==> config.mk <==
export PLATFORM = sky130hd
export DESIGN_NAME = simon_seq
export DESIGN_NICKNAME = d
export VERILOG_FILES = /design/src/rtl/simon_seq.sv
export SDC_FILE = /design/constraint.sdc
export NUM_CORES = 1
export LEC_CHECK = 0
export CAP_MARGIN = 20
export CORE_MARGIN = 2
export CORE_UTILIZATION = 45
export DETAILED_ROUTE_END_ITERATION = 12
export PLACE_DENSITY_LB_ADDON = 0.15
export SLEW_MARGIN = 5
export SYNTH_ARGS = -nofsm -noshare
export SYNTH_HDL_FRONTEND = slang
export SYNTH_SLANG_ARGS = --single-unit
==> constraint.sdc <==
create_clock -name clk -period 4.8 [get_ports clk]
set_input_delay 0.96 -clock clk [delete_from_list [all_inputs] [get_ports clk]]
set_output_delay 0.96 -clock clk [all_outputs]
set_load 0.03 [all_outputs]
==> src/rtl/simon_seq.sv <==
// simon_seq: parametrised Simon-game sequencer.
// Stores the random sequence in a small memory and replays it every round.
// It then checks the player's replay entry by entry. All timing is
// qualified by the tick strobe.
// Optional feature macro: SIMON_SPEEDUP_EN. When it is defined, rounds above
// MAX_LEVEL/2 play back with halved lamp on/off durations.
module simon_seq #(
  parameter int          BTN_W         = 2,
  parameter int          MAX_LEVEL     = 16,
  parameter int          ON_TICKS      = 30,
  parameter int          OFF_TICKS     = 30,
  parameter int          TIMEOUT_TICKS = 120,
  parameter logic [15:0] SEED          = 16'hACE1
) (
  input  logic                             clk,
  input  logic                             reset,
  input  logic                             tick,
  input  logic                             start,
  input  logic [BTN_W-1:0]                 player_num,
  input  logic                             player_pressed,
  output logic                             simon_turn,
  output logic [BTN_W-1:0]                 simon_num,
  output logic                             simon_pressed,
  output logic [$clog2(MAX_LEVEL+1)-1:0]   level,
  output logic                             game_over,
  output logic                             win
);

  localparam int LVL_W    = $clog2(MAX_LEVEL + 1);
  localparam int IDX_W    = (MAX_LEVEL > 1) ? $clog2(MAX_LEVEL) : 1;
  localparam int CNT_MAX0 = (ON_TICKS > OFF_TICKS) ? ON_TICKS : OFF_TICKS;
  localparam int CNT_MAX  = (TIMEOUT_TICKS > CNT_MAX0) ? TIMEOUT_TICKS : CNT_MAX0;
  localparam int CNT_W    = $clog2(CNT_MAX + 1);

  localparam logic [CNT_W-1:0] ON_LAST   = CNT_W'(ON_TICKS - 1);
  localparam logic [CNT_W-1:0] OFF_LAST  = CNT_W'(OFF_TICKS - 1);
  localparam logic [CNT_W-1:0] TO_LAST   = CNT_W'(TIMEOUT_TICKS - 1);
  localparam logic [LVL_W-1:0] MAX_LVL   = LVL_W'(MAX_LEVEL);

  typedef enum logic [2:0] {
    ST_IDLE, ST_ADD, ST_SHOW_ON, ST_SHOW_OFF, ST_WAIT_IN, ST_LOSE, ST_WIN
  } state_t;

  // One step of the 16-bit Fibonacci LFSR, taps 16,14,13,11
  function automatic logic [15:0] lfsr_step(input logic [15:0] v);
    return {v[14:0], v[15] ^ v[13] ^ v[12] ^ v[10]};
  endfunction

  state_t             state_q, state_d;
  logic [IDX_W-1:0]   idx_q, idx_d;
  logic [CNT_W-1:0]   cnt_q, cnt_d;
  logic [LVL_W-1:0]   level_q, level_d;
  logic [15:0]        lfsr_q, lfsr_d;
  logic               simon_turn_q, simon_turn_d;
  logic [BTN_W-1:0]   simon_num_q, simon_num_d;
  logic               simon_pressed_q, simon_pressed_d;
  logic               game_over_q, game_over_d;
  logic               win_q, win_d;

  logic [BTN_W-1:0]   mem_q [MAX_LEVEL];
  logic               mem_we_s;
  logic [IDX_W-1:0]   mem_addr_s;
  logic [BTN_W-1:0]   mem_wdata_s;
  logic [BTN_W-1:0]   cur_num_s;
  logic [BTN_W-1:0]   show_num_s;
  logic               last_s;
  logic [CNT_W-1:0]   on_last_s;
  logic [CNT_W-1:0]   off_last_s;

`ifdef SIMON_SPEEDUP_EN
  localparam int ON_FAST  = ((ON_TICKS >> 1) >= 1) ? (ON_TICKS >> 1) : 1;
  localparam int OFF_FAST = ((OFF_TICKS >> 1) >= 1) ? (OFF_TICKS >> 1) : 1;
  localparam logic [CNT_W-1:0] ON_FAST_LAST  = CNT_W'(ON_FAST - 1);
  localparam logic [CNT_W-1:0] OFF_FAST_LAST = CNT_W'(OFF_FAST - 1);
  localparam logic [LVL_W-1:0] HALF_LVL      = LVL_W'(MAX_LEVEL / 2);

  // Late rounds play back at double speed; level is constant during playback
  always_comb begin
    if (level_q > HALF_LVL) begin
      on_last_s  = ON_FAST_LAST;
      off_last_s = OFF_FAST_LAST;
    end else begin
      on_last_s  = ON_LAST;
      off_last_s = OFF_LAST;
    end
  end
`else
  // Playback durations are fixed
  always_comb begin
    on_last_s  = ON_LAST;
    off_last_s = OFF_LAST;
  end
`endif

  assign cur_num_s = mem_q[idx_q];
  assign last_s    = (LVL_W'(idx_q) == (level_q - LVL_W'(1)));
  assign lfsr_d    = lfsr_step(lfsr_q);

  // Next-state logic for the game FSM, counters and sequence memory write
  always_comb begin
    state_d     = state_q;
    idx_d       = idx_q;
    cnt_d       = cnt_q;
    level_d     = level_q;
    mem_we_s    = 1'b0;
    mem_addr_s  = level_q[IDX_W-1:0];
    mem_wdata_s = lfsr_q[BTN_W-1:0];
    case (state_q)
      ST_IDLE, ST_LOSE, ST_WIN: begin
        if (start) begin
          level_d = LVL_W'(0);
          state_d = ST_ADD;
        end else begin
          state_d = state_q;
        end
      end
      ST_ADD: begin
        mem_we_s = 1'b1;
        level_d  = level_q + LVL_W'(1);
        idx_d    = IDX_W'(0);
        cnt_d    = CNT_W'(0);
        state_d  = ST_SHOW_ON;
      end
      ST_SHOW_ON: begin
        if (tick) begin
          if (cnt_q == on_last_s) begin
            cnt_d   = CNT_W'(0);
            state_d = ST_SHOW_OFF;
          end else begin
            cnt_d = cnt_q + CNT_W'(1);
          end
        end else begin
          cnt_d = cnt_q;
        end
      end
      ST_SHOW_OFF: begin
        if (tick) begin
          if (cnt_q == off_last_s) begin
            cnt_d = CNT_W'(0);
            if (last_s) begin
              idx_d   = IDX_W'(0);
              state_d = ST_WAIT_IN;
            end else begin
              idx_d   = idx_q + IDX_W'(1);
              state_d = ST_SHOW_ON;
            end
          end else begin
            cnt_d = cnt_q + CNT_W'(1);
          end
        end else begin
          cnt_d = cnt_q;
        end
      end
      ST_WAIT_IN: begin
        // A press takes priority over a timeout in the same cycle
        if (player_pressed) begin
          if (player_num == cur_num_s) begin
            cnt_d = CNT_W'(0);
            if (last_s) begin
              state_d = (level_q == MAX_LVL) ? ST_WIN : ST_ADD;
            end else begin
              idx_d = idx_q + IDX_W'(1);
            end
          end else begin
            state_d = ST_LOSE;
          end
        end else if (tick) begin
          if (cnt_q == TO_LAST) begin
            state_d = ST_LOSE;
          end else begin
            cnt_d = cnt_q + CNT_W'(1);
          end
        end else begin
          cnt_d = cnt_q;
        end
      end
      default: begin
        state_d = ST_IDLE;
      end
    endcase
  end

  // Output decode from the next state so the output flops track the state flop
  always_comb begin
    show_num_s = mem_q[idx_d];
    if (mem_we_s && (mem_addr_s == idx_d)) begin
      show_num_s = mem_wdata_s;
    end else begin
      show_num_s = mem_q[idx_d];
    end
    simon_turn_d    = 1'b0;
    simon_num_d     = BTN_W'(0);
    simon_pressed_d = 1'b0;
    game_over_d     = 1'b0;
    win_d           = 1'b0;
    case (state_d)
      ST_ADD: begin
        simon_turn_d = 1'b1;
      end
      ST_SHOW_ON: begin
        simon_turn_d    = 1'b1;
        simon_pressed_d = 1'b1;
        simon_num_d     = show_num_s;
      end
      ST_SHOW_OFF: begin
        simon_turn_d = 1'b1;
        simon_num_d  = show_num_s;
      end
      ST_LOSE: begin
        game_over_d = 1'b1;
      end
      ST_WIN: begin
        game_over_d = 1'b1;
        win_d       = 1'b1;
      end
      default: begin
        simon_turn_d = 1'b0;
      end
    endcase
  end

  // State, counters, LFSR and registered outputs; reset aborts any game
  always_ff @(posedge clk) begin
    if (!reset) begin
      state_q         <= ST_IDLE;
      idx_q           <= IDX_W'(0);
      cnt_q           <= CNT_W'(0);
      level_q         <= LVL_W'(0);
      lfsr_q          <= SEED;
      simon_turn_q    <= 1'b0;
      simon_num_q     <= BTN_W'(0);
      simon_pressed_q <= 1'b0;
      game_over_q     <= 1'b0;
      win_q           <= 1'b0;
    end else begin
      state_q         <= state_d;
      idx_q           <= idx_d;
      cnt_q           <= cnt_d;
      level_q         <= level_d;
      lfsr_q          <= lfsr_d;
      simon_turn_q    <= simon_turn_d;
      simon_num_q     <= simon_num_d;
      simon_pressed_q <= simon_pressed_d;
      game_over_q     <= game_over_d;
      win_q           <= win_d;
    end
  end

  // Sequence memory: single write port, contents survive reset
  always_ff @(posedge clk) begin
    if (mem_we_s) begin
      mem_q[mem_addr_s] <= mem_wdata_s;
    end
  end

  assign simon_turn    = simon_turn_q;
  assign simon_num     = simon_num_q;
  assign simon_pressed = simon_pressed_q;
  assign level         = level_q;
  assign game_over     = game_over_q;
  assign win           = win_q;

endmodule

==> results.cfg <==
[setup_path]
path_class = reg -> reg
critPathLaunchType = register
required_ns = 5.05
rrSetupSlack_ns = 0.57
worstPathArrival_ns = 4.48
end_kind = register
crit_fanout = 13

[sta]
hold_violations = 0
timing.setup.tns_ns = 0
slew_violations = 0
rsz0062_at_grt = no
timing.final.crit_share_pct = 88.1
tightest_slew_ns = 0.741
slew_headroom_pct = 50.5
worst_clock_skew_ns = 0.0166
whs_ns = 0.411
setup_violations = 0
fmax_mhz = 237
period_minus_slack_ns = 4.23

[pwr]
leakage_nw = 1.51
power_mw = 1.30
vdd_drop_max_v = 0.000157
powerDensity_nw_per_um2 = 305

[cts]
cts_inserted_buffers = 9
clk_root_buffer_cell = clkbuf_8
insertion_delay_ns = 0.36
path_clk_slew_ns = 0.07
cts_sinks = 73
cts_tree = built
cts-hold-fix-buffers = 0
htree_levels = 3
cts.path.max_buffers = 2
cts-resized-gates = 0
post_cts_buffers = 0

[global_routing]
grt_max_degree = 28
grt_util_all_layers_pct = 19.8
grt_pass1_wl_um = 14700
grt_overflow = 0
grt_pass1_vias = 2829
antenna_found_initial = 0

[die]
fp.dieW_um = 97.0
coreArea_um2 = 8300
initial_core_util_pct = 46.9
dieArea_um2 = 9410
io_pins = 18
die_h_um = 97.0
num_rows = 33

[synthesis]
post-synth-top-count-cell = nor2_1
synth_edf_count = 32
syn_inst = 379
synth.avg_cell_area_um2 = 10.3
synth_top_cell_by_area = edfxtp_1
ys_seq_area_share_pct = 45.8
syn_nets = 394
synth_common_cells = nor2_1 (43), dfxtp_1 (41), edfxtp_1 (32)
ys_seq_elements = 73
ys_warn_count = 0
synthTopCellsByArea = edfxtp_1 (25%), dfxtp_1 (21%), mux2i_1 (8.0%)
async_flop_share_pct = 0
yosysTopAreaCellShare_pct = 24.7
synth-main-ff-cell = dfxtp_1
synthDistinctLibCells = 61
syn_area_um2 = 3890

[finish]
final_layout_size_suffix_gt1_share_pct = 8.06
diodes = 0
nets = 407
syn2layout_area_growth_pct = 9.81
n_fill_cell = 756

[detailed_routing]
met3_length_um = 465
first_pass_iters = 5
highest_layer = met4
avgRoutedWirePerCell_um = 18.0
route.vias.total = 2929
drc = 0
postRouteWirelength_um = 9030
met1_length_um = 4280
wl_met2_um = 4130
drt_iter0_markers = 244
final_antenna_net_count = 0
via_per_inst = 5.83

[placed_design]
hpwl_um = 6450
place.gp.congestion = 0.945
port_buffers = 17

[hold_path]
worstHoldPathType = reg -> reg

[job]
drv_cap = 0

[run_status]
status = complete, no violations
[critical path: stages, from the launching register on]
cell       delay [ns]
dfxtp_1          0.58
inv_1            0.12
ha_1             0.27
xor2_1           0.19
o31ai_1          0.64
nand2_1          0.45
ha_1             0.41
nor2_1           0.11
mux2i_1          0.10
nand2_1          0.41
a211oi_1         0.12
a2111oi_2        0.36
nor4_1           0.09
a211oi_1         0.27
[report_power, final]
group	total (mW)	switching, mW	internal, mW
logic	0.140	0.0753	0.0647
clock network	0.459	0.224	0.235
registers	0.705	0.0300	0.675
[final timing paths]
check | end | cells past startpoint | from
worst min register to register | lfsr_q[10]$_SDFF_PN1_ | 1 | lfsr_q[9]$_SDFF_PN0_
worst max register to register | simon_num[0]$_SDFF_PN0_ | 13 | level[0]$_SDFFE_PN0P_
worst min-delay path | lfsr_q[10]$_SDFF_PN1_ | 1 | lfsr_q[9]$_SDFF_PN0_
worst max-delay path | simon_num[0]$_SDFF_PN0_ | 13 | level[0]$_SDFFE_PN0P_
[metal layers]
layer  vias up  global-route usage (%)
met2       103                    30.8
met4         0                    5.96
li1       1408                       -
met3        19                    4.62
met5         -                       0
met1      1399                    27.6
[state kept, by name, indices dropped and copies added, names as in the netlist]
register	cells
simon_turn	1
game_over	1
idx_q	4
level	5
win	1
mem_q	32
simon_num	2
state_q	3
simon_pressed	1
cnt_q	7
lfsr_q	16
[final cells by class]
type | count | area, um^2 | share of cell area (%)
timing repair buffer | 21 | 200 | 4.69
tap | 105 | 131 | 3.07
clock inverter | 5 | 47.5 | 1.11
sequential | 73 | 1780 | 41.7
clock buffer | 11 | 131 | 3.07
inverter | 10 | 37.5 | 0.878
multi-input combinational | 277 | 1940 | 45.5
[layout by cell type, fill, tap and decap left out, types with 3 or more instances in the layout]
cell             instances
a211o_1                  3
xnor2_1                  7
buf_4                    4
nor2b_1                  5
o31ai_1                  3
o21ai_0                  9
clkbuf_8                 9
clkdlybuf4s50_1         17
nor3_1                   9
a21oi_1                  5
and2_1                  15
dfxtp_1                 41
a21boi_0                 4
a211oi_1                 9
nand3b_1                 4
nand3_1                 14
nand2_1                 27
nand2b_1                12
inv_1                   10
xor2_1                  13
ha_1                     8
edfxtp_1                32
and3_1                   4
mux2i_1                 31
mux4_2                   3
nor2_1                  43
nand4_1                  8
o22ai_1                  5
[metrics by stage]
step	area (um^2)	cells	worst slack, ns	util [%]
3_3_place_gp	4090	486	0.801	49.3
3_5_place_dp	4090	486	0.649	49.3
5_1_grt	4270	502	0.278	51.5
2_1_floorplan	3890	379	1.13	-
4_1_cts	4270	502	0.641	51.5
6_report	4270	502	0.573	51.5
[cells by family (layout without fill, tap and decap cells)]
kind of cell,after synthesis,count (layout),share of synthesized area (%)
AOI/OAI and AO/OA,63,63,12.8
adders and majority gates,8,8,2.57
xor gates and xnor gates,20,20,4.50
DFF,73,73,45.8
muxes,36,36,10.7
and+or+nand+nor,150,150,19.4
buffers and inverters,29,47,4.28
No activity file was read; power rests on OpenSTA's default activity.
